==> src/rtl/lift_col_seq_if.sv <==
// Column-lifting bus: scheduler control/status plus the sample-RAM port.
// The sequencer is the slave; the scheduler/RAM side is the master.
interface lift_col_seq_if #(
  parameter int DW = 9,
  parameter int AW = 8
);
  logic          start;
  logic          inverse;
  logic [AW-1:0] base_addr;
  logic [AW:0]   col_len;
  logic [AW-1:0] mem_addr;
  logic          mem_we;
  logic [DW-1:0] mem_wdata;
  logic [DW-1:0] mem_rdata;
  logic          busy;
  logic          done;
  logic          err_len;
  logic          sat;
  logic          pass_o;
  logic [2:0]    state_o;

  modport slave (
    input  start, inverse, base_addr, col_len, mem_rdata,
    output mem_addr, mem_we, mem_wdata, busy, done, err_len, sat, pass_o, state_o
  );

  modport master (
    output start, inverse, base_addr, col_len, mem_rdata,
    input  mem_addr, mem_we, mem_wdata, busy, done, err_len, sat, pass_o, state_o
  );
endinterface

==> src/rtl/lift_col_seq.sv <==
// In-place LeGall 5/3 lifting of one column held in an external sample RAM.
// Forward: predict (odd) then update (even); inverse: un-update then un-predict.
module lift_col_seq #(
  parameter int DW = 9,
  parameter int AW = 8
) (
  input logic           clk,
  input logic           rst_fsm,
  lift_col_seq_if.slave bus
);
  localparam int EW = DW + 3;
  localparam logic [AW:0]          IDX_ZERO   = {(AW+1){1'b0}};
  localparam logic [AW:0]          IDX_ONE    = {{AW{1'b0}}, 1'b1};
  localparam logic [AW:0]          IDX_TWO    = {{(AW-1){1'b0}}, 2'b10};
  localparam logic [AW-1:0]        ADDR_ZERO  = {AW{1'b0}};
  localparam logic [DW-1:0]        DATA_ZERO  = {DW{1'b0}};
  localparam logic signed [EW-1:0] SAMPLE_MAX = {{(EW-DW+1){1'b0}}, {(DW-1){1'b1}}};
  localparam logic signed [EW-1:0] SAMPLE_MIN = {{(EW-DW+1){1'b1}}, {(DW-1){1'b0}}};
  localparam logic signed [EW-1:0] ROUND_TWO  = {{(EW-2){1'b0}}, 2'b10};

  typedef enum logic [2:0] {
    IDLE = 3'd0,
    RD_L = 3'd1,
    RD_S = 3'd2,
    RD_R = 3'd3,
    CALC = 3'd4,
    WR   = 3'd5,
    DONE = 3'd6
  } state_t;

  state_t        state_r;
  logic          inv_r;
  logic [AW-1:0] base_r;
  logic [AW:0]   len_r;
  logic [AW:0]   idx_r;
  logic          pass_r;
  logic          second_r;
  logic [DW-1:0] l_r;
  logic [DW-1:0] s_r;
  logic [AW-1:0] mem_addr_r;
  logic          mem_we_r;
  logic [DW-1:0] mem_wdata_r;
  logic          busy_r;
  logic          done_r;
  logic          err_r;
  logic          sat_r;

  logic [AW:0]          idx_rn_s;
  logic                 last_s;
  logic                 sub_s;
  logic signed [EW-1:0] l_x_s;
  logic signed [EW-1:0] s_x_s;
  logic signed [EW-1:0] r_x_s;
  logic signed [EW-1:0] sum_s;
  logic signed [EW-1:0] delta_s;
  logic signed [EW-1:0] res_s;

  function automatic logic out_of_range(input logic signed [EW-1:0] v);
    return (v > SAMPLE_MAX) || (v < SAMPLE_MIN);
  endfunction

  function automatic logic [DW-1:0] clamp_sample(input logic signed [EW-1:0] v);
    logic [DW-1:0] c;
    if (v > SAMPLE_MAX) begin
      c = SAMPLE_MAX[DW-1:0];
    end else if (v < SAMPLE_MIN) begin
      c = SAMPLE_MIN[DW-1:0];
    end else begin
      c = v[DW-1:0];
    end
    return c;
  endfunction

  function automatic logic [AW-1:0] addr_of(input logic [AW-1:0] base, input logic [AW:0] idx);
    return base + idx[AW-1:0];
  endfunction

  // Right neighbour (mirrored at the column end) and end-of-pass detection.
  always_comb begin
    idx_rn_s = (idx_r == len_r - IDX_ONE) ? (len_r - IDX_TWO) : (idx_r + IDX_ONE);
    last_s   = (idx_r + IDX_TWO) >= len_r;
  end

  // Lifting step: odd pass uses (l+r)>>1, even pass (l+r+2)>>2; sign picked by mode.
  always_comb begin
    l_x_s   = {{(EW-DW){l_r[DW-1]}}, l_r};
    s_x_s   = {{(EW-DW){s_r[DW-1]}}, s_r};
    r_x_s   = {{(EW-DW){bus.mem_rdata[DW-1]}}, bus.mem_rdata};
    sum_s   = l_x_s + r_x_s;
    delta_s = pass_r ? ((sum_s + ROUND_TWO) >>> 2'd2) : (sum_s >>> 2'd1);
    sub_s   = (inv_r == pass_r);
    res_s   = sub_s ? (s_x_s - delta_s) : (s_x_s + delta_s);
  end

  // Sequencer: every output is registered and set up for the state being entered.
  always_ff @(posedge clk) begin
    if (rst_fsm) begin
      state_r     <= IDLE;
      inv_r       <= 1'b0;
      base_r      <= ADDR_ZERO;
      len_r       <= IDX_ZERO;
      idx_r       <= IDX_ZERO;
      pass_r      <= 1'b0;
      second_r    <= 1'b0;
      l_r         <= DATA_ZERO;
      s_r         <= DATA_ZERO;
      mem_addr_r  <= ADDR_ZERO;
      mem_we_r    <= 1'b0;
      mem_wdata_r <= DATA_ZERO;
      busy_r      <= 1'b0;
      done_r      <= 1'b0;
      err_r       <= 1'b0;
      sat_r       <= 1'b0;
    end else begin
      mem_we_r <= 1'b0;
      done_r   <= 1'b0;
      case (state_r)
        IDLE: begin
          mem_addr_r <= ADDR_ZERO;
          if (bus.start) begin
            inv_r    <= bus.inverse;
            base_r   <= bus.base_addr;
            len_r    <= bus.col_len;
            sat_r    <= 1'b0;
            second_r <= 1'b0;
            busy_r   <= 1'b1;
            if ((bus.col_len < IDX_TWO) || bus.col_len[0]) begin
              err_r   <= 1'b1;
              done_r  <= 1'b1;
              state_r <= DONE;
            end else begin
              // Forward opens on odd index 1 (left = 0); inverse on even 0 (left mirrors to 1).
              err_r      <= 1'b0;
              pass_r     <= bus.inverse;
              idx_r      <= bus.inverse ? IDX_ZERO : IDX_ONE;
              mem_addr_r <= bus.base_addr + {{(AW-1){1'b0}}, bus.inverse};
              state_r    <= RD_L;
            end
          end else begin
            state_r <= IDLE;
          end
        end
        RD_L: begin
          mem_addr_r <= addr_of(base_r, idx_r);
          state_r    <= RD_S;
        end
        RD_S: begin
          l_r        <= bus.mem_rdata;
          mem_addr_r <= addr_of(base_r, idx_rn_s);
          state_r    <= RD_R;
        end
        RD_R: begin
          s_r        <= bus.mem_rdata;
          mem_addr_r <= addr_of(base_r, idx_r);
          state_r    <= CALC;
        end
        CALC: begin
          mem_wdata_r <= clamp_sample(res_s);
          sat_r       <= sat_r | out_of_range(res_s);
          mem_we_r    <= 1'b1;
          mem_addr_r  <= addr_of(base_r, idx_r);
          state_r     <= WR;
        end
        WR: begin
          if (last_s && second_r) begin
            mem_addr_r <= ADDR_ZERO;
            done_r     <= 1'b1;
            state_r    <= DONE;
          end else if (last_s) begin
            // Other parity starts at index pass_r; its left neighbour is index ~pass_r.
            second_r   <= 1'b1;
            pass_r     <= ~pass_r;
            idx_r      <= {{AW{1'b0}}, pass_r};
            mem_addr_r <= base_r + {{(AW-1){1'b0}}, ~pass_r};
            state_r    <= RD_L;
          end else begin
            idx_r      <= idx_r + IDX_TWO;
            mem_addr_r <= addr_of(base_r, idx_r + IDX_ONE);
            state_r    <= RD_L;
          end
        end
        DONE: begin
          busy_r     <= 1'b0;
          mem_addr_r <= ADDR_ZERO;
          state_r    <= IDLE;
        end
        default: begin
          busy_r     <= 1'b0;
          mem_addr_r <= ADDR_ZERO;
          state_r    <= IDLE;
        end
      endcase
    end
  end

  assign bus.mem_addr  = mem_addr_r;
  assign bus.mem_we    = mem_we_r;
  assign bus.mem_wdata = mem_wdata_r;
  assign bus.busy      = busy_r;
  assign bus.done      = done_r;
  assign bus.err_len   = err_r;
  assign bus.sat       = sat_r;
  assign bus.pass_o    = pass_r;
  assign bus.state_o   = state_r;
endmodule

==> src/flat_wrapper.sv <==
// flat-port wrapper written by rule: the top's interface ports become plain ports
module lift_col_seq_flat 
#(
  parameter int DW = 9,
  parameter int AW = 8
)
  (clk, rst_fsm, bus_start, bus_inverse, bus_base_addr, bus_col_len, bus_mem_rdata, bus_mem_addr, bus_mem_we, bus_mem_wdata, bus_busy, bus_done, bus_err_len, bus_sat, bus_pass_o, bus_state_o);
  lift_col_seq_if #(.DW(DW), .AW(AW)) bus_i ();
  input logic clk;
  input logic rst_fsm;
  input wire logic [$bits(bus_i.start)-1:0] bus_start;
  input wire logic [$bits(bus_i.inverse)-1:0] bus_inverse;
  input wire logic [$bits(bus_i.base_addr)-1:0] bus_base_addr;
  input wire logic [$bits(bus_i.col_len)-1:0] bus_col_len;
  input wire logic [$bits(bus_i.mem_rdata)-1:0] bus_mem_rdata;
  output wire logic [$bits(bus_i.mem_addr)-1:0] bus_mem_addr;
  output wire logic [$bits(bus_i.mem_we)-1:0] bus_mem_we;
  output wire logic [$bits(bus_i.mem_wdata)-1:0] bus_mem_wdata;
  output wire logic [$bits(bus_i.busy)-1:0] bus_busy;
  output wire logic [$bits(bus_i.done)-1:0] bus_done;
  output wire logic [$bits(bus_i.err_len)-1:0] bus_err_len;
  output wire logic [$bits(bus_i.sat)-1:0] bus_sat;
  output wire logic [$bits(bus_i.pass_o)-1:0] bus_pass_o;
  output wire logic [$bits(bus_i.state_o)-1:0] bus_state_o;
  assign bus_i.start = bus_start;
  assign bus_i.inverse = bus_inverse;
  assign bus_i.base_addr = bus_base_addr;
  assign bus_i.col_len = bus_col_len;
  assign bus_i.mem_rdata = bus_mem_rdata;
  assign bus_mem_addr = bus_i.mem_addr;
  assign bus_mem_we = bus_i.mem_we;
  assign bus_mem_wdata = bus_i.mem_wdata;
  assign bus_busy = bus_i.busy;
  assign bus_done = bus_i.done;
  assign bus_err_len = bus_i.err_len;
  assign bus_sat = bus_i.sat;
  assign bus_pass_o = bus_i.pass_o;
  assign bus_state_o = bus_i.state_o;
  lift_col_seq #(.DW(DW), .AW(AW)) u_core (.clk(clk), .rst_fsm(rst_fsm), .bus(bus_i));
endmodule
==> config.mk <==
export PLATFORM = sky130hd
export DESIGN_NAME = lift_col_seq_flat
export DESIGN_NICKNAME = d
export VERILOG_FILES = /design/src/rtl/lift_col_seq_if.sv /design/src/rtl/lift_col_seq.sv /design/src/flat_wrapper.sv
export SDC_FILE = /design/constraint.sdc
export NUM_CORES = 1
export LEC_CHECK = 0
export ABC_AREA = 1
export CORE_UTILIZATION = 45
export DETAILED_ROUTE_END_ITERATION = 8
export GPL_ROUTABILITY_DRIVEN = 0
export PLACE_DENSITY = 0.65
export SYNTH_ARGS = -nofsm -noshare
export SYNTH_HDL_FRONTEND = slang
export SYNTH_SLANG_ARGS = --single-unit
==> constraint.sdc <==
create_clock -name clk -period 7.8 [get_ports clk]
set_input_delay 1.56 -clock clk [delete_from_list [all_inputs] [get_ports clk]]
set_output_delay 1.56 -clock clk [all_outputs]
set_load 0.01 [all_outputs]
# Yosys cells after proc, flatten, opt, wreduce, memory -nomap -nowiden
# Cells that the tools add are included.
dict set report totals {
  in_bits 30
  register_bits 72
  out_inout_bits 26
}
dict set report op_classes {
  n_mux 37
  addsub 13
  n_lt_le_gt_ge 4
  n_reduce_logical 14
  eq_ne 11
  bitwise_logic 3
}
# cell n
set op_table {}
lappend op_table {{$mux 9} 6}
lappend op_table {{$mux 8} 5}
lappend op_table {{$pmux 8 s4} 1}
lappend op_table {{$add 8x8->8} 3}
lappend op_table {{$mux 12} 2}
lappend op_table {{$pmux 3 s6} 1}
lappend op_table {{$pmux 9 s2} 1}
lappend op_table {{$add 8x1->8} 2}
lappend op_table {{$mux 1} 13}
lappend op_table {{$add 12x3->12 const B} 1}
lappend op_table {{$add 9x12->12} 1}
lappend op_table {{$gt 12x9->1 const B} 1}
lappend op_table {{$lt 12x9->1 const B} 1}
lappend op_table {{$sub 9x12->12} 1}
lappend op_table {{$add 9x9->10} 1}
lappend op_table {{$pmux 1 s2} 5}
lappend op_table {{$add 9x2->9 const B} 1}
lappend op_table {{$eq 9x9->1} 1}
lappend op_table {{$ge 9x9->1} 1}
lappend op_table {{$lt 9x2->1 const B} 1}
lappend op_table {{$mux 3} 3}
lappend op_table {{$sub 9x1->9 const B} 1}
lappend op_table {{$add 8x1->8 const B} 1}
lappend op_table {{$reduce_and 4->1} 2}
lappend op_table {{17 further kinds} 26}

# Depth between registers and ports, before layout
dict set report depth {
  word_depth 9
  ltp_mapped 34
  ltp_nobuf 34
}

# Worst setup path after synthesis
# No wires, ideal clock.
dict set report synth_path {
  path_type {input to register}
  from {input bus_mem_rdata[1]}
  to {register u_core.sat_r (netlist: u_core.bus.sat)}
  setup_ns 0.116
  path_stages 24
  t_required_ns 7.684
  arrival_time_ns 5.193
  setup_slack_ns 2.491
  cell_sequence {inv_1 > fa_1 > xor2_1 > inv_1 > ha_1 > nand3_2 > nand2_1 > o21ai_0 > inv_1 > ha_1 > o21ai_0 > inv_1 > fa_1 > o21ai_0 > nand2_1 > o211ai_1 > a21oi_1 > o21bai_1 > xor2_1 > nand3_1 > nand2_4 > nand2_1 > nor2_1 > a21oi_2}
}
dict set report synth_via {
  elab_chain_len 9
  word_cells_on_any_way 11
  cone_classes {add/sub (4); order compare (2); mux (3); bitwise (1); reduce/logical (1)}
}
# element line
set synth_lines {}
lappend synth_lines {{start, declared} flat_wrapper.sv:15} ;# input wire logic [$bits(bus_i.mem_rdata)-1:0] bus_mem_rdata;
lappend synth_lines {{$add 9x9->10 (*)} lift_col_seq.sv:89} ;# sum_s = l_x_s + r_x_s;
lappend synth_lines {{$add 12x3->12} lift_col_seq.sv:90} ;# delta_s = pass_r ? ((sum_s + ROUND_TWO) >>> 2'd2) : (sum_s >>> 2'd1);
lappend synth_lines {{$mux 12 (*)} lift_col_seq.sv:90}
lappend synth_lines {{$add 9x12->12 / $sub 9x12->12 (equally long branches)} lift_col_seq.sv:92} ;# res_s = sub_s ? (s_x_s - delta_s) : (s_x_s + delta_s);
lappend synth_lines {{$mux 12 (*)} lift_col_seq.sv:92}
lappend synth_lines {{$gt 12x9->1 / $lt 12x9->1 (equally long branches)} lift_col_seq.sv:59} ;# return (v > SAMPLE_MAX) || (v < SAMPLE_MIN);
lappend synth_lines {{$logic_or 1x1->1 (*)} lift_col_seq.sv:59}
lappend synth_lines {{$or 1x1->1 (*)} lift_col_seq.sv:159} ;# sat_r <= sat_r | out_of_range(res_s);
lappend synth_lines {{$pmux 1 s2 (*)} lift_col_seq.sv:117} ;# case (state_r)
lappend synth_lines {{end signal, assigned} lift_col_seq.sv:159}
lappend synth_lines {{end, declared} lift_col_seq.sv:46} ;# logic sat_r;
# Mark *: on every way between the ends. The rest lies on a longest branch, timed or not.
# A chain may end at the register's enable or synchronous reset.

# Worst setup path after layout
dict set report layout_path {
  from {input bus_mem_rdata[1]}
  to {register u_core.mem_wdata_r[3] (netlist: u_core.bus.mem_wdata[3])}
}
dict set report layout_via {
  elab_chain_len 8
  word_cells_on_any_way 10
  cone_classes {add/sub (4); order compare (2); mux (4)}
}
# element line
set layout_lines {}
lappend layout_lines {{$add 9x9->10 (*)} lift_col_seq.sv:89}
lappend layout_lines {{$add 12x3->12} lift_col_seq.sv:90}
lappend layout_lines {{$mux 12 (*)} lift_col_seq.sv:90}
lappend layout_lines {{$add 9x12->12 / $sub 9x12->12 (equally long branches)} lift_col_seq.sv:92}
lappend layout_lines {{$mux 12 (*)} lift_col_seq.sv:92}
lappend layout_lines {{$lt 12x9->1} lift_col_seq.sv:66} ;# end else if (v < SAMPLE_MIN) begin
lappend layout_lines {{$mux 9} lift_col_seq.sv:66}
lappend layout_lines {{$mux 9 (*)} lift_col_seq.sv:64} ;# if (v > SAMPLE_MAX) begin
lappend layout_lines {{end signal, assigned} lift_col_seq.sv:158} ;# mem_wdata_r <= clamp_sample(res_s);
lappend layout_lines {{end, declared} lift_col_seq.sv:42} ;# logic [DW-1:0] mem_wdata_r;
# Marks and branches as above.

==> flow_summary.json <==
{
  "finalCriticalPeriod_ns": 5.92,
  "crit_start": "bus_mem_rdata[1]",
  "ctsResizeCount": 0,
  "critPathArrivalTime_ns": 6.20,
  "start_util": 0.461,
  "critPathBufInv": 7,
  "root_buffer": "clkbuf_16",
  "die_h_um": 116,
  "hpwlAfterDp_um": 11300,
  "antenna_cells": 0,
  "hp-start": "u_core.bus.busy",
  "die-area_um2": 13400,
  "crit_fanout": 6,
  "ys_seq_elements": 72,
  "ys_top_cells_by_count": "nand2_1 (174), inv_1 (128), nor2_1 (107), dfxtp_1 (72)",
  "clk_pin_slew_ns": 0.06,
  "antenna_found_initial": 0,
  "num_vias": 5546,
  "synth_area_um2": 5820,
  "reg2reg_to": "u_core.bus.mem_addr[7]",
  "crit_cells": 26,
  "synthCells": 887,
  "holdPathEnd": "u_core.bus.busy",
  "core_um2": 12600,
  "yosysMostFrequentCell": "nand2_1",
  "rr_startpoint": "u_core.bus.state_o[2]",
  "fp-row-count": 41,
  "syn2layout_area_growth_pct": 17.4,
  "cts_made_buffers": 9,
  "worst_setup_path_start_kind": "input pin",
  "wire_per_inst_um": 12.8,
  "nFillCells": 1310,
  "layout-drive-gt1-share": 0.0714,
  "rsz0062_at_grt": "false",
  "post_cts_buffers": 0,
  "clkSinkCount": 72,
  "io_pins": 56,
  "hold_class": "register to register",
  "synthArstFlopShare": 0,
  "clock_skew_ns": 0.00874,
  "slew_violations": 0,
  "r2r_cells": 29,
  "synth_ff_type": "dfxtp_1",
  "fin_nets": 1020,
  "ys_types": 39,
  "cpPeakStageDelay_ns": 0.49,
  "grt_util_all_layers": 0.229,
  "die_x_um": 116,
  "clk_path_buf_depth": 2,
  "cp_data_required_time_ns": 8.08,
  "drt_iter0_drc": 320,
  "cts_tree": "yes",
  "max-vdd-ir-drop_v": 0.000195,
  "dp.cells": 1096,
  "htreeDepth": 3,
  "fin_crit_sh": 0.759,
  "grt_overflow_total": 0,
  "slew_headroom": 0.379,
  "critPathKind": "input pin to register",
  "drc": 0,
  "yosysTopAreaCellShare": 0.248,
  "viasPerCell": 5.00,
  "first_pass_iters": 5,
  "cp_common_cell": "inv_1",
  "hold_depth": 2,
  "cp-end-kind": "register",
  "p_per_area_nw_per_um2": 356,
  "port_buffers": 55,
  "finalHoldViolCount": 0,
  "grt_first_pass_wirelength_um": 24000,
  "synth.area.top_cells": "dfxtp_1 (25%), nand2_1 (11%), ha_1 (11%), inv_1 (8.3%), nor2_1 (6.9%)",
  "postCtsHoldBufs": 0,
  "yosysSeqAreaShare": 0.248,
  "outcome": "complete, no violations",
  "cpMaxStageDelayCell": "clkdlybuf4s50_1",
  "grt_pass1_vias": 5209,
  "syn-num-nets": 972,
  "r2r_setup_slack_ns": 3.02,
  "path_delay_family": "adder cells",
  "setup_viol": 0,
  "avgSynthCellArea_um2": 6.56,
  "yosysTopAreaCell": "dfxtp_1",
  "leakage_nw": 3.29,
  "maxCapViolCount": 0,
  "ant_nets": 0,
  "tns_ns": 0,
  "synth_edf_count": 0,
  "wl_um": 14200,
  "clock_latency_ns": 0.34,
  "yosysWarnings": 0,
  "max_freq_ghz": 0.169,
  "tightest_slew_ns": 0.929,
  "grt_max_degree": 38,
  "finalNonFillerCells": 1110
}
worst max path at each step:
stage                                   end
floorplan                    u_core.bus.sat
global placement    u_core.bus.mem_wdata[6]
detailed placement  u_core.bus.mem_wdata[3]
CTS                 u_core.bus.mem_wdata[3]
global route        u_core.bus.mem_wdata[1]
finish              u_core.bus.mem_wdata[3]
layer usage:
metal	global-route usage	wire length [µm]	vias up
met1	0.272	6420	2486
met4	0.0675	209	0
met3	0.0408	452	13
li1	-	-	2965
met5	0	0	-
met2	0.421	7130	82
metrics by stage:
| step | total power, mW | util | area [µm²] | setup slack, ns | hold slack, ns |
|---|---|---|---|---|---|
| after global placement | 1.98 | 0.516 | 6520 | 1.65 | 0.460 |
| after global routing | 2.67 | 0.541 | 6830 | 1.40 | 0.499 |
| after floorplan | 1.64 | - | 5820 | 2.49 | 0.435 |
| after CTS | 2.45 | 0.541 | 6830 | 1.88 | 0.475 |
| final | 2.43 | 0.541 | 6830 | 1.88 | 0.471 |
| after detailed placement | 1.99 | 0.516 | 6520 | 1.52 | 0.466 |
logic make-up (layout without fill, tap and decap cells):
group | Yosys count | in the layout | synth area share
adder cells (fa/ha/maj) | 55 | 55 | 0.123
AO/OA/AOI/OAI | 182 | 182 | 0.174
XOR/XNOR | 46 | 46 | 0.0693
flip-flops | 72 | 72 | 0.248
AND/OR/NAND/NOR | 380 | 380 | 0.287
buffers and inverters | 152 | 203 | 0.0983
area by class of cell:
type                       instances  area (µm²)  area share
clock buffer                      10         239      0.0350
clock inverter                     4        70.1      0.0103
inverter                         133         499      0.0731
multi-input combinational        663        3800       0.557
sequential                        72        1440       0.211
tap                              172         215      0.0315
timing repair buffer              56         558      0.0818
flip-flops by register name, summed over array words and instances (netlist names), 3 cells and up:
signal / cells
u_core.s_r: 9
u_core.bus.state_o: 3
u_core.len_r: 9
u_core.idx_r: 9
u_core.base_r: 8
u_core.l_r: 9
u_core.bus.mem_wdata: 9
u_core.bus.mem_addr: 8
tightest hold or removal path, stage by stage (launching register included):
cell	delay [ns]
dfxtp_1	0.31
inv_1	0.04
o22ai_1	0.07
power breakdown:
group	total (mW)	leakage [nW]	switching, mW	internal, mW
logic	1.46	2.55	0.905	0.559
registers	0.515	0.589	0.0644	0.450
clock network	0.449	0.154	0.164	0.284
cell usage in the layout (no fill, tap or decap), types with 2 or more instances in the layout:
master           count
nor4_1               3
o2111ai_1            2
o211ai_1             5
fa_1                 4
nand2_4              5
nand3_2              5
nand3_1             46
inv_1              128
inv_2                4
clkbuf_16            9
ha_1                51
nand2_1            174
o21ai_0             70
nor2_4               2
nor2_1             107
a21oi_1             70
clkinv_2             2
o21ai_1              2
o21bai_1             2
a21o_1               2
xnor2_1             12
a211oi_1             4
o22ai_1              2
xor2_1              34
clkdlybuf4s50_1     55
nor2_2               3
nand4_1              4
bufinv_16            2
or2_2                7
nand2_2             15
nand3b_1             3
nor3_1               6
dfxtp_1             72
a21oi_2             10
a31oi_1              9
Power figures use the tool's default switching activity.
